File: src/rtl/core_mem_responder_pkg.sv
// Shared types for the core memory responder: FSM states, grant owner, wait counter width.
package core_mem_responder_pkg;

  typedef enum logic [2:0] {
    IDLE,
    STROBE,
    WAIT,
    RDATA,
    ACK
  } state_t;

  typedef enum logic {
    GRANT_INSTR,
    GRANT_DATA
  } grant_t;

  // Wide enough for the largest wait-state count (15)
  localparam int CNT_W = 4;

endpackage

File: src/rtl/core_mem_responder_rr_arbiter2.sv
// Two-requester round-robin arbiter. A lone requester always wins; on a tie the
// requester that did not win last time wins. The winner is only remembered when
// the owner actually takes the grant (grant_en), so the arbiter can sit in front
// of any multi-cycle resource.
import core_mem_responder_pkg::*;

module rr_arbiter2 (
  input  logic clk,
  input  logic reset,
  input  logic req_instr,
  input  logic req_data,
  input  logic grant_en,
  output logic grant_data,
  output logic grant_valid
);

  grant_t last_grant;

  // Pick the winner for this cycle from the requests and the previous winner
  always_comb begin
    grant_valid = req_instr | req_data;
    if (req_instr && req_data) begin
      grant_data = (last_grant == GRANT_INSTR);
    end else begin
      grant_data = req_data;
    end
  end

  // Remember who won whenever the grant is taken; instruction is "last" after reset so data wins the first tie
  always_ff @(posedge clk or posedge reset) begin
    if (reset) begin
      last_grant <= GRANT_INSTR;
    end else if (grant_en && grant_valid) begin
      last_grant <= grant_data ? GRANT_DATA : GRANT_INSTR;
    end
  end

endmodule

File: src/rtl/core_mem_responder.sv
// Memory-side responder for the core's instruction and data buses. Arbitrates both
// onto one synchronous single-port RAM, strobes the RAM once per transaction and
// returns a one-cycle ack to the granted bus. All outputs are registered.
import core_mem_responder_pkg::*;

module core_mem_responder #(
  parameter int wait_states   = 0,
  parameter int ram_addr_bits = 19
) (
  input  logic                     clk,
  input  logic                     reset,
  input  logic [18:0]              instr_m_addr,
  output logic [15:0]              instr_m_data_out,
  input  logic                     instr_m_access,
  output logic                     instr_m_ack,
  input  logic [18:0]              data_m_addr,
  input  logic [15:0]              data_m_data_in,
  output logic [15:0]              data_m_data_out,
  input  logic                     data_m_access,
  output logic                     data_m_ack,
  input  logic                     data_m_wr_en,
  input  logic [1:0]               data_m_bytesel,
  output logic                     ram_en,
  output logic [ram_addr_bits-1:0] ram_addr,
  output logic                     ram_wr_en,
  output logic [1:0]               ram_bytesel,
  output logic [15:0]              ram_wr_data,
  input  logic [15:0]              ram_rd_data
);

  localparam logic [CNT_W-1:0] WAIT_LOAD = CNT_W'(wait_states);

  state_t           state;
  grant_t           grant_q;
  logic             wr_q;
  logic [CNT_W-1:0] wait_cnt;
  logic             arb_data;
  logic             arb_valid;

  rr_arbiter2 u_arb (
    .clk         (clk),
    .reset       (reset),
    .req_instr   (instr_m_access),
    .req_data    (data_m_access),
    .grant_en    (state == IDLE),
    .grant_data  (arb_data),
    .grant_valid (arb_valid)
  );

  // Transaction sequencer: latch the winner's request, strobe RAM, wait, capture read data, ack
  always_ff @(posedge clk or posedge reset) begin
    if (reset) begin
      state            <= IDLE;
      grant_q          <= GRANT_INSTR;
      wr_q             <= 1'b0;
      wait_cnt         <= '0;
      ram_en           <= 1'b0;
      ram_wr_en        <= 1'b0;
      ram_addr         <= '0;
      ram_bytesel      <= 2'b00;
      ram_wr_data      <= 16'h0000;
      instr_m_data_out <= 16'h0000;
      data_m_data_out  <= 16'h0000;
      instr_m_ack      <= 1'b0;
      data_m_ack       <= 1'b0;
    end else begin
      ram_en      <= 1'b0;
      ram_wr_en   <= 1'b0;
      instr_m_ack <= 1'b0;
      data_m_ack  <= 1'b0;
      case (state)
        IDLE: begin
          if (arb_valid) begin
            state  <= STROBE;
            ram_en <= 1'b1;
            if (arb_data) begin
              grant_q     <= GRANT_DATA;
              ram_addr    <= data_m_addr[ram_addr_bits-1:0];
              ram_wr_data <= data_m_data_in;
              ram_wr_en   <= data_m_wr_en;
              wr_q        <= data_m_wr_en;
              ram_bytesel <= data_m_wr_en ? data_m_bytesel : 2'b11;
            end else begin
              grant_q     <= GRANT_INSTR;
              ram_addr    <= instr_m_addr[ram_addr_bits-1:0];
              ram_wr_en   <= 1'b0;
              wr_q        <= 1'b0;
              ram_bytesel <= 2'b11;
            end
          end
        end
        STROBE: begin
          if (wait_states > 0) begin
            state    <= WAIT;
            wait_cnt <= WAIT_LOAD;
          end else begin
            state <= RDATA;
          end
        end
        WAIT: begin
          if (wait_cnt == CNT_W'(1)) begin
            state <= RDATA;
          end
          wait_cnt <= wait_cnt - 1'b1;
        end
        RDATA: begin
          if (!wr_q) begin
            if (grant_q == GRANT_DATA) begin
              data_m_data_out <= ram_rd_data;
            end else begin
              instr_m_data_out <= ram_rd_data;
            end
          end
          data_m_ack  <= (grant_q == GRANT_DATA);
          instr_m_ack <= (grant_q == GRANT_INSTR);
          state       <= ACK;
        end
        ACK: begin
          state <= IDLE;
        end
        default: begin
          state <= IDLE;
        end
      endcase
    end
  end

endmodule
File: config.mk
export PLATFORM = sky130hd
export DESIGN_NAME = core_mem_responder
export DESIGN_NICKNAME = d
export VERILOG_FILES = /design/src/rtl/core_mem_responder_pkg.sv /design/src/rtl/core_mem_responder_rr_arbiter2.sv /design/src/rtl/core_mem_responder.sv
export SDC_FILE = /design/constraint.sdc
export NUM_CORES = 1
export LEC_CHECK = 0
export ABC_AREA = 1
export CORE_MARGIN = 3
export CORE_UTILIZATION = 40
export DETAILED_ROUTE_END_ITERATION = 12
export PLACE_DENSITY = 0.72
export SLEW_MARGIN = 20
export SYNTH_ARGS = -nofsm -noshare
export SYNTH_HDL_FRONTEND = slang
export SYNTH_HIERARCHICAL = 1
export SYNTH_SLANG_ARGS = --single-unit
File: constraint.sdc
create_clock -name clk -period 5.1 [get_ports clk]
set_input_delay 0.51 -clock clk [delete_from_list [all_inputs] [get_ports clk]]
set_output_delay 0.51 -clock clk [all_outputs]
set_load 0.03 [all_outputs]
# == Word level (Yosys, flattened, before mapping) ==
# Cells that the tools add are included.
# totals
regBits,83
input_bits,77
wordCells,48
# op_classes
add_sub_neg,1
eq_ne,6
n_mux,15
bitwise,4
n_reduce_logical,8
# ops
cell,n
19-bit two-way mux,1
3-bit one-hot mux with 4 select lines,1
1-bit two-way mux,9
3-bit AND reduction,3
"3-bit by 2-bit equality test with 1-bit output, second input constant",2
3-bit two-way mux,2
"4-bit by 1-bit equality test with 1-bit output, second input constant",1
2-bit two-way mux,2
"2-bit inequality test, second input constant",2
2-bit AND reduction,2
"4-bit by 1-bit subtractor with 4-bit output, second input constant",1
"3-bit by 1-bit equality test with 1-bit output, second input constant",1
3-bit zero test,1
1-bit inverter,3
1-bit logical AND,2
1-bit OR,1

# == Depth between registers and ports, before layout ==
# Gate-level depths: netlist (run 1).
# depth
ltp_word,5
mapped_depth,7
mapped_depth_nobuf,6

# == Hierarchy ==
# Netlist (run 1), hierarchy kept.
# modules_own_cells
mod,instances,cells_per_inst,area_per_inst_um2,seq_area_each_um2
core_mem_responder,1,411,3628.5,2052.0
rr_arbiter2,1,9,63.8,25.0

# == Least setup slack after synthesis (run 1) ==
# OpenSTA, ideal clock, no wires.
# synth_path
path_kind,input port to flip-flop
from,input port data_m_access
to,register ram_wr_data[9]
setup_time_ps,65
t_arrival_ps,1355
required_ps,5035
path_slack_ps,3680
stages,6
path_buffers,1
cell_sequence,a21boi_1 nand2_1 inv_2 buf_2 nand3_1 nand2_1
# synth_between
elab_chain_len,3
elab_cells_between_ends,4
classes_between,mux: 1; bitwise: 1; reduce/logical: 2
# synth_lines
item,line_no,rtl
"start, declared",core_mem_responder.sv:19,"input logic data_m_access,"
1-bit logical AND,core_mem_responder_rr_arbiter2.sv:22,if (req_instr && req_data) begin
1-bit two-way mux,core_mem_responder_rr_arbiter2.sv:22,
3-bit AND reduction (no source line) *,-,
"end signal, assigned",core_mem_responder.sv:79,ram_wr_data <= data_m_data_in;
"end, declared",core_mem_responder.sv:27,"output logic [15:0] ram_wr_data,"
# Every way passes the cells marked *; elsewhere a longest branch is shown, timed or not.
# A chain may end at the register's enable or synchronous reset.

# == Final worst setup path (run 1) ==
# layout_path
from,input port data_m_access
to,register ram_wr_data[8]
# layout_between
elab_chain_len,3
elab_cells_between_ends,4
classes_between,mux: 1; bitwise: 1; reduce/logical: 2
# layout_lines
item,line_no,rtl
1-bit logical AND,core_mem_responder_rr_arbiter2.sv:22,
1-bit two-way mux *,core_mem_responder_rr_arbiter2.sv:22,
named net arb_data,core_mem_responder.sv:37,logic arb_data;
3-bit AND reduction (no source line) *,-,
# Mark *: on every way through the listed nets, which the timed path passes. The rest lies on a longest branch.

==> results of run 1 <==
==> final timing paths <==
path / startpoint / end / slack (ps)
min: reset / u_arb/last_grant / 340
max: data_m_access / ram_wr_data[8] / 3130
min in group clk: grant_q / instr_m_ack / 450
min reg2reg: grant_q / instr_m_ack / 450
max in group asynchronous: reset / data_m_data_out[1] / 3920
max reg2reg: u_arb/last_grant / ram_wr_data[8] / 3430
==> sequential cells by signal (all words and copies together), names as in the netlist <==
| name | count |
|---|---|
| data_m_ack | 1 |
| ram_addr | 19 |
| grant_q | 1 |
| ram_wr_en | 1 |
| wr_q | 1 |
| instr_m_ack | 1 |
| u_arb/last_grant | 1 |
| ram_wr_data | 16 |
| data_m_data_out | 16 |
| ram_bytesel | 2 |
| state | 3 |
| ram_en | 1 |
| instr_m_data_out | 16 |
| wait_cnt | 4 |
==> metrics by stage <==
step / cell area (µm²) / total power (W) / utilization
floorplan: 3692 / 0.002309 / -
global placement: 5186 / 0.002976 / 0.5861
detailed placement: 5186 / 0.003024 / 0.5861
CTS: 5369 / 0.003472 / 0.6068
global route: 5373 / 0.003679 / 0.6072
finish: 5373 / 0.003428 / 0.6072
==> per-layer routing <==
metal	track usage	routed length, µm
met1	0.2179	3769
met5	0	0
met2	0.2694	4070
met3	0.05188	740
met4	0.07972	200
==> report_power, final <==
group          switching [W]  internal [W]  total, W
Sequential          0.000178      0.000969   0.00115
Clock               0.000253      0.000185  0.000438
Combinational        0.00113      0.000716   0.00184
Total                0.00156       0.00187   0.00343
==> layout make-up <==
class	instances	share of cell area
timing repair buffer	151	0.2811
inverter	51	0.03680
clock buffer	9	0.02306
tap	108	0.02515
multi-input combinational	267	0.2364
clock inverter	7	0.01095
sequential	83	0.3866
==> Yosys cell counts, types with 3 or more instances <==
master    count
clkbuf_1      4
nand3_1      22
dfrtp_1      83
nor2_1       10
o21ai_1      20
o21ai_0      43
o21ai_2      13
inv_1        48
nand2_4       3
buf_6        10
nand2_1     144
buf_2         3
==> cells by family after synthesis <==
family | after synthesis
simple gates | 187
flops | 83
compound gates | 77
buf+inv | 70
fa+ha+maj | 2
xor+xnor | 1
==> metrics, run 1 <==
status finished clean; mux cell area share after synthesis 0; hold buffers post-CTS 0; Synth area leader dfrtp_1; Multi-input gate area 1270 µm²; Final Setup Violations 0; post-synthesis xor/xnor area fraction 0.002372; synthesis warning total 6; Final ANT Viol Nets 0; Final WS setup 3125 ps; Avg Cell Area, Syn 8.791 µm²; Non-Filler Instances 676; total core area 8848 µm²; RSZ-0062 raised after global routing false; Stages on worst setup path 8; Num Clock Sinks 83; GRT Residual Overflow 0; Final Hold Fails 0; Clock Path Buffers 2; cell count after synthesis 420; CTS tree done; Setup Fix Bufs, Post-CTS 0; H-tree levels 3; Pwr Density 638.0 nW/µm²; port buffer count 149; Unique masters post-synth 24; ratio of cells with drive above 1 in the final layout 0.07746; synthesized area 3692 µm²; critical path peak fanout 41; Final nets 642; vias in the first global route 3026; worst slew pin tran 719.1 ps; largest family of logic cells by synthesized area simple AND/OR/NAND/NOR gates; Lkg Pwr 2.621 nW; Main synth FF type dfrtp_1; most frequent cells in the layout clkdlybuf4s50_1 (149), nand2_1 (144), dfrtp_1 (83); IO Pins 150; Synth area leaders dfrtp_1 (56%), nand2_1 (15%), o21ai_0 (5.8%); syn_nets 499; initial core utilization 0.4173; Max-cap violations 0; complex-gate fraction of the synthesized area 0.1183; crit-path max cell delay 510 ps; total wire length 8.780 mm; average wire per standard cell 12.99 µm; DR pass1 iterations 4; Die Y 102.1 µm; Crit path max-delay family buffers and inverters; Worst Path Arrival 2210 ps; Worst Hold Class input pin to async pin; cell row count 34; placed insts 660; Setup crit start kind input pin; crit end category flop; cell breakdown of the critical path clkdlybuf4s50_1 -> a21boi_2 -> buf_4 -> nand2_1 -> inv_2 -> nand2_8 -> nand2_1 -> nand2_1; FF/Latch Area 2077 µm²; Num CTS Buffers 9; clock latency at the later pin of the worst-skew pair 350 ps; Slew headroom 0.5206; share of the synthesized area in the top cell type 0.5625; Post-synth EDFFs 0; gpl congestion 0.7522; via count 3168; skew final 8.648 ps; post-CTS sizing 0; Crit-path slowest cell clkdlybuf4s50_1; Worst VDD drop 0.0002646 V; Crit Path Class input pin to flop; largest net degree at the start of global routing 83; Slew Viols, Final 0; Worst-path clk slew 80 ps; FF-to-FF path depth 7; post-synthesis sequential area ratio 0.5625; minimum clock period 1975 ps; Die Wd 102.1 µm; Worst Path Required 5330 ps; initial antenna violation count 0; Post-DP HPWL 6.378 mm; flops & latches, synth 83; CP bufs+invs 3; Fillers 799; initial DRC count 141; pre-CTS setup slack 2749 ps; fin crit share 0.3872; Post-Synth Simple-Gate Area 0.2155; clk root buf clkbuf_8; global-route wire length before repair 14.10 mm; Via density 4.686; fraction of registers with async set/reset 1.000; CP dominant cell by count nand2_1; Diodes inserted 0; die area 10420 µm²; area grow syn2layout 45.51%; setup TNS 0 ps; maximum clock rate 506.4 MHz; most common cell after layout, fill and taps aside clkdlybuf4s50_1; post-synthesis adder-cell area fraction 0.006777; DRC Markers 0; gr usage total 0.1714; Hold WS 343.8 ps
No activity file was read; power rests on OpenSTA's default activity.
==> run 2, diff against run 1 <==
==> constraint.sdc (replaced) <==
create_clock -name clk -period 2.03 [get_ports clk]
set_input_delay 0.203 -clock clk [delete_from_list [all_inputs] [get_ports clk]]
set_output_delay 0.203 -clock clk [all_outputs]
set_load 0.03 [all_outputs]
==> run 2 against run 1 <==
- setup slack got worse by 2700 ps
- die area unchanged
- combinational power grew to 2.5 times the previous value
- register-to-register slack worse by 2900 ps
- sequential power increased by 150%
- clock skew rose by 0.87 ps
- core utilization grew 0.68 points
- highest routed layer unchanged
==> metrics, run 2 (same netlist as run 1, synthesis figures left out) <==
Setup Fix Bufs, Post-CTS 0; maximum clock rate 626.3 MHz; via count 3136; initial DRC count 109; RSZ-0062 raised after global routing false; hold buffers post-CTS 0; reg-to-reg slack, setup 510 ps; Slew Viols, Final 0; Worst Hold Class input pin to async pin; initial antenna violation count 0; initial core utilization 0.4173; Lkg Pwr 2.641 nW; setup TNS 0 ps; status finished clean; area grow syn2layout 47.14%; worst r2r src state[0]; die area 10420 µm²; Die Wd 102.1 µm; Comb pwr share 0.528; fin crit share 0.7865; Fillers 787; final instance area 5433 µm²; clock latency at the later pin of the worst-skew pair 340 ps; DR pass1 iterations 4; Final ANT Viol Nets 0; Power Internal 0.004933 W; Num CTS Buffers 9; Stages on worst setup path 1; total wire length 8.728 mm; Pwr Density 1622 nW/µm²; Clock Path Buffers 2; Hold WS 84.95 ps; Sw Ratio 0.4401; Diodes inserted 0; Worst VDD drop 0.0005466 V; Die Y 102.1 µm; Crit-path slowest cell clkdlybuf4s50_1; gpl congestion 0.7567; gr usage total 0.1678; largest net degree at the start of global routing 53; average wire per standard cell 12.87 µm; DRC Markers 0; Flop pwr share 0.326; cell row count 34; Num Clock Sinks 83; Slew headroom 0.6676; Via density 4.625; Post-DP HPWL 6.465 mm; clk root buf clkbuf_8; Largest Register ram_addr; most common cell after layout, fill and taps aside clkdlybuf4s50_1; port buffer count 149; cell breakdown of the critical path clkdlybuf4s50_1; worst slew pin tran 497.4 ps; post-CTS sizing 0; H-tree levels 3; Worst-path clk slew 90 ps; crit end category output pin; minimum clock period 1597 ps; Crit path max-delay family buffers and inverters; GRT Residual Overflow 0; total core area 8848 µm²; Worst Path Required 1830 ps; Crit Path Class flop to output pin; Final Hold Fails 0; Max-cap violations 0; CTS tree done; Final Setup Violations 0; P_sw 0.003878 W; global-route wire length before repair 14.07 mm; vias in the first global route 2901; Setup crit start kind flop; ratio of cells with drive above 1 in the final layout 0.07895; FF-to-FF path depth 4; most frequent cells in the layout clkdlybuf4s50_1 (149), nand2_1 (144), dfrtp_1 (83); placed inst area 5216 µm²; crit-path max cell delay 690 ps; RR Endpoint grant_q; Final nets 644; CP bufs+invs 1; Worst Path Arrival 1390 ps; IO Pins 150; skew final 9.521 ps; max reg flops 19; clock power share 0.147; critical path peak fanout 2
-- run 2: changes by cell type in the layout (fill, tap and decap cells not counted), moves of 2 or more --
cell,change
buf_4,+2
inv_6,-2
bufinv_16,+2
clkinvlp_4,+2
-- run 2: power by group through the flow --
stage | clock network, W | registers, W | logic, W
global placement | 0 | 0.00288 | 0.00461
CTS | 0.00131 | 0.00287 | 0.00471
detailed placement | 0 | 0.00290 | 0.00471
finish | 0.00129 | 0.00287 | 0.00465
global route | 0.00138 | 0.00296 | 0.00505
floorplan | 0 | 0.00420 | 0.00160
-- run 2: per-stage QoR --
stage	cells	power [W]	setup WS, ps	utilization
after floorplan	420	0.005803	769.4	-
after global placement	662	0.007489	291.5	0.5895
after detailed placement	662	0.007605	241.9	0.5895
after CTS	678	0.008898	412.7	0.6140
after global routing	678	0.009395	356.9	0.6140
final	678	0.008811	433.3	0.6140
-- run 2: layout make-up --
cell class | instances | area [µm²] | area share
Clock buffer | 10 | 127.6 | 0.02349
Timing Repair Buffer | 153 | 1534 | 0.2824
Tap cell | 108 | 135.1 | 0.02487
Sequential cell | 83 | 2077 | 0.3823
Multi-Input combinational cell | 267 | 1270 | 0.2338
Clock inverter | 6 | 88.84 | 0.01635
Inverter | 51 | 200.2 | 0.03685
-- run 2: layer usage --
layer / part of all wire / track usage / up-vias
li1: - / - / 1595
met1: 0.44 / 0.2278 / 1426
met2: 0.47 / 0.2649 / 105
met3: 0.078 / 0.04300 / 10
met4: 0.012 / 0.05449 / 0
met5: 0 / 0 / -
-- run 2: worst max-delay path by stage --
stage	start	to	slack, ps
final	data_m_data_out[3]	data_m_data_out[3]	430
after CTS	ram_bytesel[0]	ram_bytesel[0]	410
after detailed placement	instr_m_access	grant_q	240
after global routing	ram_bytesel[0]	ram_bytesel[0]	360
after global placement	instr_m_access	grant_q	290
after floorplan	u_arb/last_grant	ram_wr_data[9]	770
==> run 3, diff against run 2 <==
--- a/config.mk
+++ b/config.mk
@@ -7,9 +7,9 @@
 export LEC_CHECK = 0
 export ABC_AREA = 1
 export CORE_MARGIN = 3
-export CORE_UTILIZATION = 40
+export CORE_UTILIZATION = 39
 export DETAILED_ROUTE_END_ITERATION = 12
-export PLACE_DENSITY = 0.72
+export PLACE_DENSITY = 0.73
 export SLEW_MARGIN = 20
 export SYNTH_ARGS = -nofsm -noshare
 export SYNTH_HDL_FRONTEND = slang
==> constraint.sdc (replaced) <==
create_clock -name clk -period 1.35 [get_ports clk]
set_input_delay 0.135 -clock clk [delete_from_list [all_inputs] [get_ports clk]]
set_output_delay 0.135 -clock clk [all_outputs]
set_load 0.03 [all_outputs]
==> run 3 against run 2 <==
- register-to-register slack lost 440 ps
- largest power group unchanged
- core utilization grew 0.81 points
- critical endpoint is now ram_wr_data[7]
- sequential power grew 50%
- final area grew 2.8%
==> metrics, run 3 (same netlist as run 1, synthesis figures left out) <==
clk root buf clkbuf_8; fin crit share 0.9578; Worst Hold Class input pin to async pin; Largest Register ram_addr; Final nets 656; ratio of cells with drive above 1 in the final layout 0.1014; M3 GR Usage 0.06103; clock latency at the later pin of the worst-skew pair 350 ps; Worst-path clk slew 80 ps; crit-path max cell delay 450 ps; Lkg Pwr 2.915 nW; busiest layer in global routing met2; total core area 8976 µm²; worst slew pin tran 367.7 ps; GRT Residual Overflow 0; Final Setup Violations 0; max reg flops 19; Tot Pwr 0.01326 W; Setup crit start kind flop; critical path peak fanout 2; final instance area 5584 µm²; Die Y 103.3 µm; H-tree levels 3; met1 Use GR 0.2131; placed insts 690; met2 GRT Util 0.3133; initial core utilization 0.4113; total wire length 9.306 mm; Final WS setup 57.03 ps; cell row count 34; Non-Filler Instances 708; Pwr Density 2375 nW/µm²; initial antenna violation count 0; global-route wire length before repair 15.25 mm; CP bufs+invs 1; Diodes inserted 0; skew final 12.46 ps; minimum clock period 1293 ps; Slew Viols, Final 0; Final Hold Fails 0; average wire per standard cell 13.14 µm; DR pass1 iterations 7; CTS tree done; gpl congestion 0.7948; pre-CTS setup slack -209.9 ps; hold buffers post-CTS 0; Slew headroom 0.7539; Via density 4.590; Final ANT Viol Nets 0; Num CTS Buffers 9; port buffer count 149; most common cell after layout, fill and taps aside nand2_1; initial DRC count 121; Worst Path Arrival 1160 ps; most frequent cells in the layout nand2_1 (144), dfrtp_1 (83), clkdlybuf4s50_1 (76); Max-cap violations 0; Clock Path Buffers 2; Crit Path Class flop to output pin; Crit path max-delay family buffers and inverters; Worst VDD drop 0.0008807 V; Die Wd 103.3 µm; crit end category output pin; Crit-path slowest cell dlygate4sd2_1; largest net degree at the start of global routing 44; Post-DP HPWL 6.938 mm; maximum clock rate 773.4 MHz; gr usage total 0.1825; IO Pins 150; placed inst area 5376 µm²; area grow syn2layout 51.24%; Num Clock Sinks 83; vias in the first global route 3271; via count 3250; cell breakdown of the critical path dlygate4sd2_1; status finished clean; Worst Path Required 1220 ps; DRC Markers 0; die area 10670 µm²
==> run 3: changes by cell type in the layout (fill, tap and decap cells not counted), moves of 2 or more <==
cell | before | now
clkdlybuf4s50_1 | 149 | 76
dlygate4sd2_1 | 0 | 73
buf_4 | 3 | 10
buf_12 | 1 | 6
clkbuf_8 | 9 | 11
clkinvlp_4 | 3 | 1
nand2_4 | 3 | 1
nand2_8 | 1 | 3
==> run 3: layout make-up <==
cell class	instances	area, µm²
clock inverter	5	107.6
inverter	51	200.2
multi-input combinational	267	1295
timing repair buffer	165	1595
tap	126	157.7
fill	808	3392
clock buffer	11	151.4
sequential	83	2077
==> run 3: power by group <==
group	internal [W]	switching [W]	leakage [nW]
Combinational	0.00228	0.00443	1.75
Clock	0.00134	0.000912	0.130
Sequential	0.00366	0.000638	1.03
==> run 3: final timing paths <==
| path | start | end | slack (ps) | depth (start not counted) |
|---|---|---|---|---|
| setup / recovery | ram_wr_data[7] | ram_wr_data[7] | 60 | 1 |
| hold / removal | reset | u_arb/last_grant | 20 | 2 |
| setup reg to reg | state[0] | instr_m_data_out[7] | 70 | 6 |
| hold reg to reg | grant_q | instr_m_ack | 470 | 1 |
| max in group asynchronous | reset | instr_m_data_out[2] | 770 | 3 |
| min in group clk | ram_rd_data[6] | data_m_data_out[6] | 340 | 3 |
==> run 3: metrics by stage <==
stage               setup TNS (ps)  hold slack, ps    util
finish                           0           23.16  0.6221
global route                -566.5           32.52  0.6221
CTS                              0           9.332  0.6176
detailed placement           -7145           378.8  0.5990
global placement             -5329           385.6  0.5990
floorplan                        0          -136.3       -
==> run 3: timing repair <==
action / CTS / global route
endpoints found under the setup margin: 73 / 34
resized for setup: 73 / 5
pin swaps: 0 / 2
buffers inserted: 0 / 2
==> run 3: layer usage <==
layer / vias up / wire [µm]
li1: 1628 / -
met1: 1501 / 3808
met2: 104 / 4593
met3: 17 / 679
met4: 0 / 225
met5: - / 0
